$ cat src/rtl/alu_muldiv.sv
// Iterative RV32M multiply/divide unit: shift-add multiply, restoring divide, XLEN+2 cycle latency.
// Valid/ready on both sides; result is held in DONE until consumed, flush aborts at any point.
module alu_muldiv #(
  parameter int XLEN = 32
) (
  input  logic            clk,
  input  logic            rst,
  input  logic            in_valid,
  output logic            in_ready,
  input  logic [2:0]      op,
  input  logic [XLEN-1:0] d1,
  input  logic [XLEN-1:0] rs2,
  input  logic            flush,
  output logic            out_valid,
  input  logic            out_ready,
  output logic [XLEN-1:0] result,
  output logic            zero,
  output logic            last_bit
);

  localparam int CW = $clog2(XLEN) + 1;

  typedef enum logic [1:0] {IDLE, CALC, FIX, DONE} state_t;

  state_t              state, state_nx;
  logic [2:0]          op_q;
  logic                sign_a, sign_b;
  logic [2*XLEN-1:0]   acc;
  logic [XLEN-1:0]     opb;
  logic [XLEN-1:0]     rem;
  logic [CW-1:0]       cnt;

  logic                a_signed, b_signed, take;
  logic [XLEN:0]       mul_sum, div_sh, div_diff;
  logic [2*XLEN-1:0]   prod;
  logic [XLEN-1:0]     quo, rmd, result_d;

  assign a_signed = (op != 3'b011) && (op != 3'b101) && (op != 3'b111);
  assign b_signed = (op == 3'b000) || (op == 3'b001) || (op == 3'b100) || (op == 3'b110);
  assign take     = (state == IDLE) && in_valid && !flush;

  // Multiply: acc = {partial product, remaining multiplier}; divide: acc low half shifts dividend out, quotient in.
  assign mul_sum  = {1'b0, acc[2*XLEN-1:XLEN]} + (acc[0] ? {1'b0, opb} : {(XLEN+1){1'b0}});
  assign div_sh   = {rem, acc[XLEN-1]};
  assign div_diff = div_sh - {1'b0, opb};

  always_ff @(posedge clk) begin
    if (!rst) begin
      state <= IDLE;
    end else begin
      state <= state_nx;
    end
  end

  always_comb begin
    state_nx = state;
    case (state)
      IDLE: if (in_valid) state_nx = CALC;
      CALC: if (cnt == CW'(XLEN-1)) state_nx = FIX;
      FIX:  state_nx = DONE;
      DONE: if (out_ready) state_nx = IDLE;
      default: state_nx = IDLE;
    endcase
    if (flush) state_nx = IDLE;
  end

  always_comb begin
    in_ready  = (state == IDLE);
    out_valid = (state == DONE);
  end

  // Divide-by-zero yields an all-ones quotient and the dividend as remainder; only the quotient sign must be suppressed.
  // Signed overflow needs no special handling: |MIN|/1 = MIN with no negation, remainder 0.
  always_comb begin
    prod = (sign_a ^ sign_b) ? -acc : acc;
    quo  = ((sign_a ^ sign_b) && (opb != '0)) ? -acc[XLEN-1:0] : acc[XLEN-1:0];
    rmd  = sign_a ? -rem : rem;
    if (!op_q[2]) begin
      result_d = (op_q[1:0] == 2'b00) ? prod[XLEN-1:0] : prod[2*XLEN-1:XLEN];
    end else begin
      result_d = op_q[1] ? rmd : quo;
    end
  end

  always_ff @(posedge clk) begin
    if (!rst) begin
      op_q   <= '0;
      sign_a <= 1'b0;
      sign_b <= 1'b0;
      acc    <= '0;
      opb    <= '0;
      rem    <= '0;
      cnt    <= '0;
      result <= '0;
    end else if (take) begin
      op_q   <= op;
      sign_a <= a_signed & d1[XLEN-1];
      sign_b <= b_signed & rs2[XLEN-1];
      acc    <= {{XLEN{1'b0}}, (a_signed && d1[XLEN-1]) ? -d1 : d1};
      opb    <= (b_signed && rs2[XLEN-1]) ? -rs2 : rs2;
      rem    <= '0;
      cnt    <= '0;
    end else if (state == CALC) begin
      cnt <= cnt + CW'(1);
      if (!op_q[2]) begin
        acc <= {mul_sum, acc[XLEN-1:1]};
      end else if (!div_diff[XLEN]) begin
        rem             <= div_diff[XLEN-1:0];
        acc[XLEN-1:0]   <= {acc[XLEN-2:0], 1'b1};
      end else begin
        rem             <= div_sh[XLEN-1:0];
        acc[XLEN-1:0]   <= {acc[XLEN-2:0], 1'b0};
      end
    end else if ((state == FIX) && !flush) begin
      result <= result_d;
    end
  end

  assign zero     = (result == '0);
  assign last_bit = result[0];

endmodule
$ cat config.mk
export PLATFORM = sky130hd
export DESIGN_NAME = alu_muldiv
export DESIGN_NICKNAME = d
export VERILOG_FILES = /design/src/rtl/alu_muldiv.sv
export SDC_FILE = /design/constraint.sdc
export NUM_CORES = 1
export LEC_CHECK = 0
export CAP_MARGIN = 5
export CORE_ASPECT_RATIO = 1.2
export CORE_UTILIZATION = 55
export CTS_CLUSTER_DIAMETER = 200
export CTS_CLUSTER_SIZE = 12
export DETAILED_ROUTE_END_ITERATION = 6
export PLACE_DENSITY_LB_ADDON = 0.12
export SLEW_MARGIN = 20
export SYNTH_ARGS = -nofsm -noshare
export SYNTH_HDL_FRONTEND = slang
export SYNTH_SLANG_ARGS = --single-unit
$ cat constraint.sdc
create_clock -name clk -period 3.85 [get_ports clk]
set_input_delay 0.77 -clock clk [delete_from_list [all_inputs] [get_ports clk]]
set_output_delay 0.77 -clock clk [all_outputs]
set_load 0.02 [all_outputs]
==> results of run 1 <==
worst paths after layout:
kind                                              start                      end  cells after the start
worst min register to register  result[26]$_SDFFE_PN0P_  result[26]$_SDFFE_PN0P_                      1
worst max register to register     acc[31]$_SDFFE_PN0N_     rem[29]$_SDFFE_PP0P_                     15
worst max-delay path               acc[31]$_SDFFE_PN0N_     rem[29]$_SDFFE_PP0P_                     15
worst min-delay path            result[26]$_SDFFE_PN0P_  result[26]$_SDFFE_PN0P_                      1
sequential cells by signal, summed over array words and instances, names as in the netlist:
signal,flops
sign_a,1
opb,32
acc,64
op_q,3
cnt,6
state,2
result,32
rem,32
sign_b,1
worst register-to-register path, delay by kind of cell (launching register included):
kind / cells / cell delay (ns)
adders and majority gates: 2 / 0.64
xor gates and xnor gates: 1 / 0.19
buffers and inverters: 3 / 0.53
DFF: 1 / 0.34
muxes: 1 / 0.25
and+or+nand+nor: 2 / 0.30
AOI/OAI and AO/OA: 6 / 1.36
kinds of logic after synthesis:
logic type,share of synthesized area
mux,0.0443
fa+ha+maj,0.0629
buf+inv,0.0589
compound gates,0.272
flops,0.228
simple gates,0.207
xor+xnor,0.126
routing by layer:
layer,share of wire,up-vias,track usage
li1,-,7494,-
met3,0.052,114,0.0420
met4,0.056,0,0.202
met1,0.42,7349,0.428
met5,0,-,0
met2,0.48,558,0.603
power by group:
part           switching (mW)  internal (mW)
clock network           0.780           1.24
logic                   0.948          0.686
registers               0.119           1.86
cells in the final DEF, fill, tap and decap left out, types with 28 or more instances in the layout:
master           instances
a21o_1                  34
a21oi_1                182
buf_4                   61
clkdlybuf4s50_1        106
dfxtp_1                172
ha_1                    72
inv_1                   66
mux2i_1                 66
nand2_1                190
nand3_1                 38
nor2_1                 190
nor3_1                  41
nor4_1                  35
o211a_1                 36
o211ai_1                29
o21ai_0                141
o22ai_1                 37
o31ai_1                 28
or3_1                   31
xnor2_1                110
xor2_1                 105
layout make-up:
| class | count | area share |
|---|---|---|
| clock buffer | 19 | 0.0257 |
| clock inverter | 13 | 0.0136 |
| inverter | 67 | 0.0146 |
| multi-input combinational | 1658 | 0.630 |
| sequential | 173 | 0.201 |
| tap | 340 | 0.0247 |
| timing repair buffer | 170 | 0.0904 |
metrics by stage:
| step | instances | hold WS, ns |
|---|---|---|
| final | 2440 | 0.486 |
| after global routing | 2440 | 0.527 |
| after CTS | 2440 | 0.490 |
| after detailed placement | 2408 | 0.476 |
| after global placement | 2408 | 0.461 |
| after floorplan | 2041 | 0.455 |
==> metrics.md, run 1 <==
| Metric | Value |
|---|---|
| Final setup TNS | 0 ns |
| CP max stage delay | 0.41 ns |
| CP top delay family | compound AO/OA/AOI/OAI gates |
| First-pass GRT wire length | 79,000 µm |
| PnR worst setup slack | 0.107 ns |
| Worst Path Buf+Inv | 3 |
| CP Class | flop to flop |
| Crit-path cells | inv_1, ha_1, fa_1, nand2b_1, a21oi_1, nor3_1, o21a_1, o31ai_1, buf_4, a31oi_1, o21ai_1, xor2_4, buf_12, mux2i_1, a211oi_1 |
| Slowest stage cell, crit path | fa_1 |
| Flop2flop setup slack | 0.11 ns |
| Tmin final | 3.74 ns |
| PortBufs | 107 |
| #FFs+latches synth | 173 |
| Leak | 6.98 nW |
| Die Span X | 154 µm |
| Rows | 66 |
| Routed wire length | 49,300 µm |
| Initial Utilization | 0.560 |
| DIE HEIGHT | 184 µm |
| CP endpoint kind | flop |
| Post-DR wirelength/cell | 20.2 µm |
| Total chip power | 5.63 mW |
| Ys flop type | dfxtp_1 |
| Nets | 2,234 |
| Crit path arrival time | 4.03 ns |
| Worst slack, placed | 0.196 ns |
| Initial DRC count | 1,469 |
| RSZ-0062 raised after global routing | no |
| Clk slew on worst S/H paths | 0.07 ns |
| Core Footprint | 27,100 µm² |
| GRT Resource Usage Total | 0.353 |
| Clk buf depth | 2 |
| Worst Tran Pin Value | 0.848 ns |
| Synth warn | 0 |
| Gate Count Post-Synth | 2,041 |
| Req. time, crit path | 4.14 ns |
| H-tree levels | 4 |
| Io pins | 108 |
| Mapped cell area | 15,200 µm² |
| Max Slew Vio Count | 0 |
| Initial antenna violation count | 0 |
| DP Wirelength | 37,400 µm |
| Power density over cell area | 326 nW/µm² |
| Worst Skew | 0.00760 ns |
| Post-synth EDFFs | 0 |
| Area after DPL | 16,600 µm² |
| Antenna cells | 0 |
| Final period util | 0.972 |
| Worst vdd ir | 0.227 mV |
| Largest net degree at the start of global routing | 57 |
| Post-DR vias/cell | 6.36 |
| Die area | 28,200 µm² |
| Via count | 15,500 |
| HP Class | flop to flop |
| Register area share after synthesis | 0.228 |
| Syn Nets | 2,188 |
| DR pass1 iterations | 6 |
| CTS root buf | clkbuf_16 |
| Max_slew headroom | 0.435 |
| Final Cell Area | 17,300 µm² |
| Fraction of layout instances using a drive strength above 1 | 0.0624 |
| List of most frequent post-synthesis cells | 191 x nor2_1, 190 x nand2_1, 182 x a21oi_1, 173 x dfxtp_1, 143 x o21ai_0 |
| Peak Freq | 267 MHz |
| Final setup fails | 0 |
| GPL Wtd Cong | 0.975 |
| Finished Core Util | 0.637 |
| Top post-synthesis cells by area | dfxtp_1 23%, xnor2_1 6.4%, xor2_1 6.2% |
| CTS Hold Bufs | 0 |
| Later-pin clock latency in the skew report | 0.44 ns |
| Layout area overhead | 13.8% |
| Mapped Avg Cell Area | 7.43 µm² |
| Status | finished clean |
| Crit-path max FO | 34 |
| Synth area leader | dfxtp_1 |
| CP startpoint kind | flop |
| Area share of the largest cell type after synthesis | 0.228 |
| Area occupied by multi-input gates | 10,900 µm² |
| Most frequent cell after synthesis | nor2_1 |
| CTS tree | yes |
| MaxCap Viol Count | 0 |
| CTS sink cnt | 173 |
| Fillers | 2,478 |
| Asr flop ratio synth | 0 |
| CTS Buf Count | 17 |
| Vias in the first global route | 14,700 |
| Register area | 3470 µm² |
| Number of setup buffers added after CTS | 0 |
| Library cells used by synthesis | 84 |
| Grt ovf | 0 |
| Post-route ant nets | 0 |
| Final hold violations | 0 |
| Remaining DRCs | 0 |
| Post-cts gate resize count | 0 |
Power figures use the tool's default switching activity.
==> run 2: changes to the inputs <==
CORE_UTILIZATION = 35   (was 55)
==> run 2 against run 1 <==
Against the previous run:
- clock skew grew 0.010 ns
- sequential share of layout area decreased by 0.43 points
- hold slack better by 0.0079 ns
- power down 2.0%
==> metrics.md, run 2 (synthesis results as in run 1) <==
| Metric | Value |
|---|---|
| Register-to-Register Path Depth | 16 |
| CTS Buf Count | 17 |
| Final period util | 0.966 |
| DR pass1 iterations | 5 |
| Initial DRC count | 954 |
| First-pass GRT wire length | 83,200 µm |
| Core Footprint | 42,800 µm² |
| Worst hold margin | 0.494 ns |
| HP Class | flop to flop |
| Via count | 15,200 |
| Post-DR wirelength/cell | 20.2 µm |
| CP startpoint kind | flop |
| Sw Pwr | 2.02 mW |
| Antenna cells | 0 |
| Fraction of layout instances using a drive strength above 1 | 0.0722 |
| MaxCap Viol Count | 0 |
| Post-route ant nets | 0 |
| Vias in the first global route | 14,800 |
| Worst vdd ir | 0.346 mV |
| Req. time, crit path | 4.18 ns |
| Final Cell Area | 17,600 µm² |
| Nets | 2,252 |
| Gate power share | 0.310 |
| Sequential Power Share | 0.356 |
| Max reg flops | 64 |
| Io pins | 108 |
| Worst Skew | 0.0178 ns |
| DIE HEIGHT | 230 µm |
| DP Wirelength | 41,600 µm |
| H-tree levels | 4 |
| Rows | 83 |
| Crit path arrival time | 4.05 ns |
| Hold Path Stages | 2 |
| Post-DR vias/cell | 5.68 |
| Crit-path max FO | 15 |
| Worst Tran Pin Value | 0.866 ns |
| GPL Wtd Cong | 0.903 |
| Status | finished clean |
| Peak Freq | 269 MHz |
| GRT Resource Usage Total | 0.244 |
| Sw Share | 0.365 |
| Largest net degree at the start of global routing | 76 |
| Initial Utilization | 0.354 |
| PortBufs | 107 |
| Final hold violations | 0 |
| Fillers | 4,480 |
| Max Slew Vio Count | 0 |
| Die Span X | 192 µm |
| Worst slack, placed | 0.0995 ns |
| Clk slew on worst S/H paths | 0.08 ns |
| Routed wire length | 53,800 µm |
| CTS tree | yes |
| Remaining DRCs | 0 |
| CTS sink cnt | 173 |
| PnR worst setup slack | 0.132 ns |
| Initial antenna violation count | 0 |
| Die area | 44,100 µm² |
| CP endpoint kind | flop |
| Clock share of power | 0.334 |
| CTS root buf | clkbuf_16 |
| Layout area overhead | 16.4% |
| Area after DPL | 17,000 µm² |
| Max_slew headroom | 0.423 |
| Later-pin clock latency in the skew report | 0.48 ns |
| Grt ovf | 0 |
| Final setup fails | 0 |
| Most frequent cells in the layout | 190 x nor2_1, 190 x nand2_1, 181 x a21oi_1 |
| Tmin final | 3.72 ns |
| CP Class | flop to flop |
| Leak | 7.06 nW |
| Cell Int Power | 3.50 mW |
| Clk buf depth | 2 |
| Top reg by flops | acc |
| Power density over cell area | 313 nW/µm² |
==> run 2: cell count changes in the layout (fill, tap and decap cells not counted), sizes merged <==
cell	change
clkbuf	-1
bufinv	-5
clkinvlp	-2
inv	+6
buf	+17
clkinv	+3
==> run 2: repair_timing <==
item                       CTS  global route
setup endpoints to repair    0            33
hold endpoints to repair     0             0
hold buffers                 0             0
setup buffers                0             0
resized for setup            0             8
==> run 2: layer usage <==
layer / GRT usage / wire length [µm] / vias to the layer above
met2: 0.426 / 26200 / 375
met5: 0 / 0 / -
met1: 0.305 / 23800 / 7211
li1: - / - / 7525
met3: 0.0223 / 1940 / 54
met4: 0.0952 / 1850 / 0
==> run 2: final timing paths <==
check / start / end / slack (ns)
setup / recovery: acc[31]$_SDFFE_PN0N_ / rem[26]$_SDFFE_PP0P_ / 0.13
hold / removal: cnt[5]$_SDFFE_PP0P_ / cnt[5]$_SDFFE_PP0P_ / 0.49
setup reg to reg: acc[31]$_SDFFE_PN0N_ / rem[26]$_SDFFE_PP0P_ / 0.13
hold reg to reg: cnt[5]$_SDFFE_PP0P_ / cnt[5]$_SDFFE_PP0P_ / 0.49
==> run 2: critical path: stages, from the launching register on <==
cell and delay [ns]:
dfxtp_2 0.40, inv_1 0.11, ha_1 0.24, fa_1 0.40, nand2b_1 0.20, a21oi_2 0.19, nor3_1 0.10, o21a_1 0.21
o31ai_1 0.26, buf_4 0.19, a31oi_1 0.14, o21ai_1 0.16, buf_4 0.15, xor2_4 0.28, clkbuf_16 0.27, mux2i_1 0.21
a21oi_1 0.08
==> run 2: per-stage QoR <==
stage	total power [mW]	utilization	setup TNS, ns	std cells
2_1_floorplan	3.13	-	0	2041
3_3_place_gp	3.68	0.397	0	2637
3_5_place_dp	3.69	0.397	0	2637
4_1_cts	5.52	0.411	0	2669
5_1_grt	5.79	0.412	-0.0278	2670
6_report	5.52	0.412	0	2670
==> run 2: power groups by stage <==
stage	combinational [mW]	sequential (mW)	clock (mW)
finish	1.71	1.97	1.84
global route	1.87	1.98	1.93
CTS	1.69	1.97	1.87
floorplan	1.20	1.93	0
detailed placement	1.68	2.01	0
global placement	1.67	2.01	0
==> run 2: cell type report <==
class | instances | area [µm²] | area share
multi-input combinational | 1658 | 10900 | 0.617
sequential | 173 | 3470 | 0.197
timing repair buffer | 188 | 1750 | 0.0992
tap | 552 | 691 | 0.0392
clock buffer | 17 | 425 | 0.0241
inverter | 67 | 251 | 0.0143
clock inverter | 15 | 171 | 0.00972
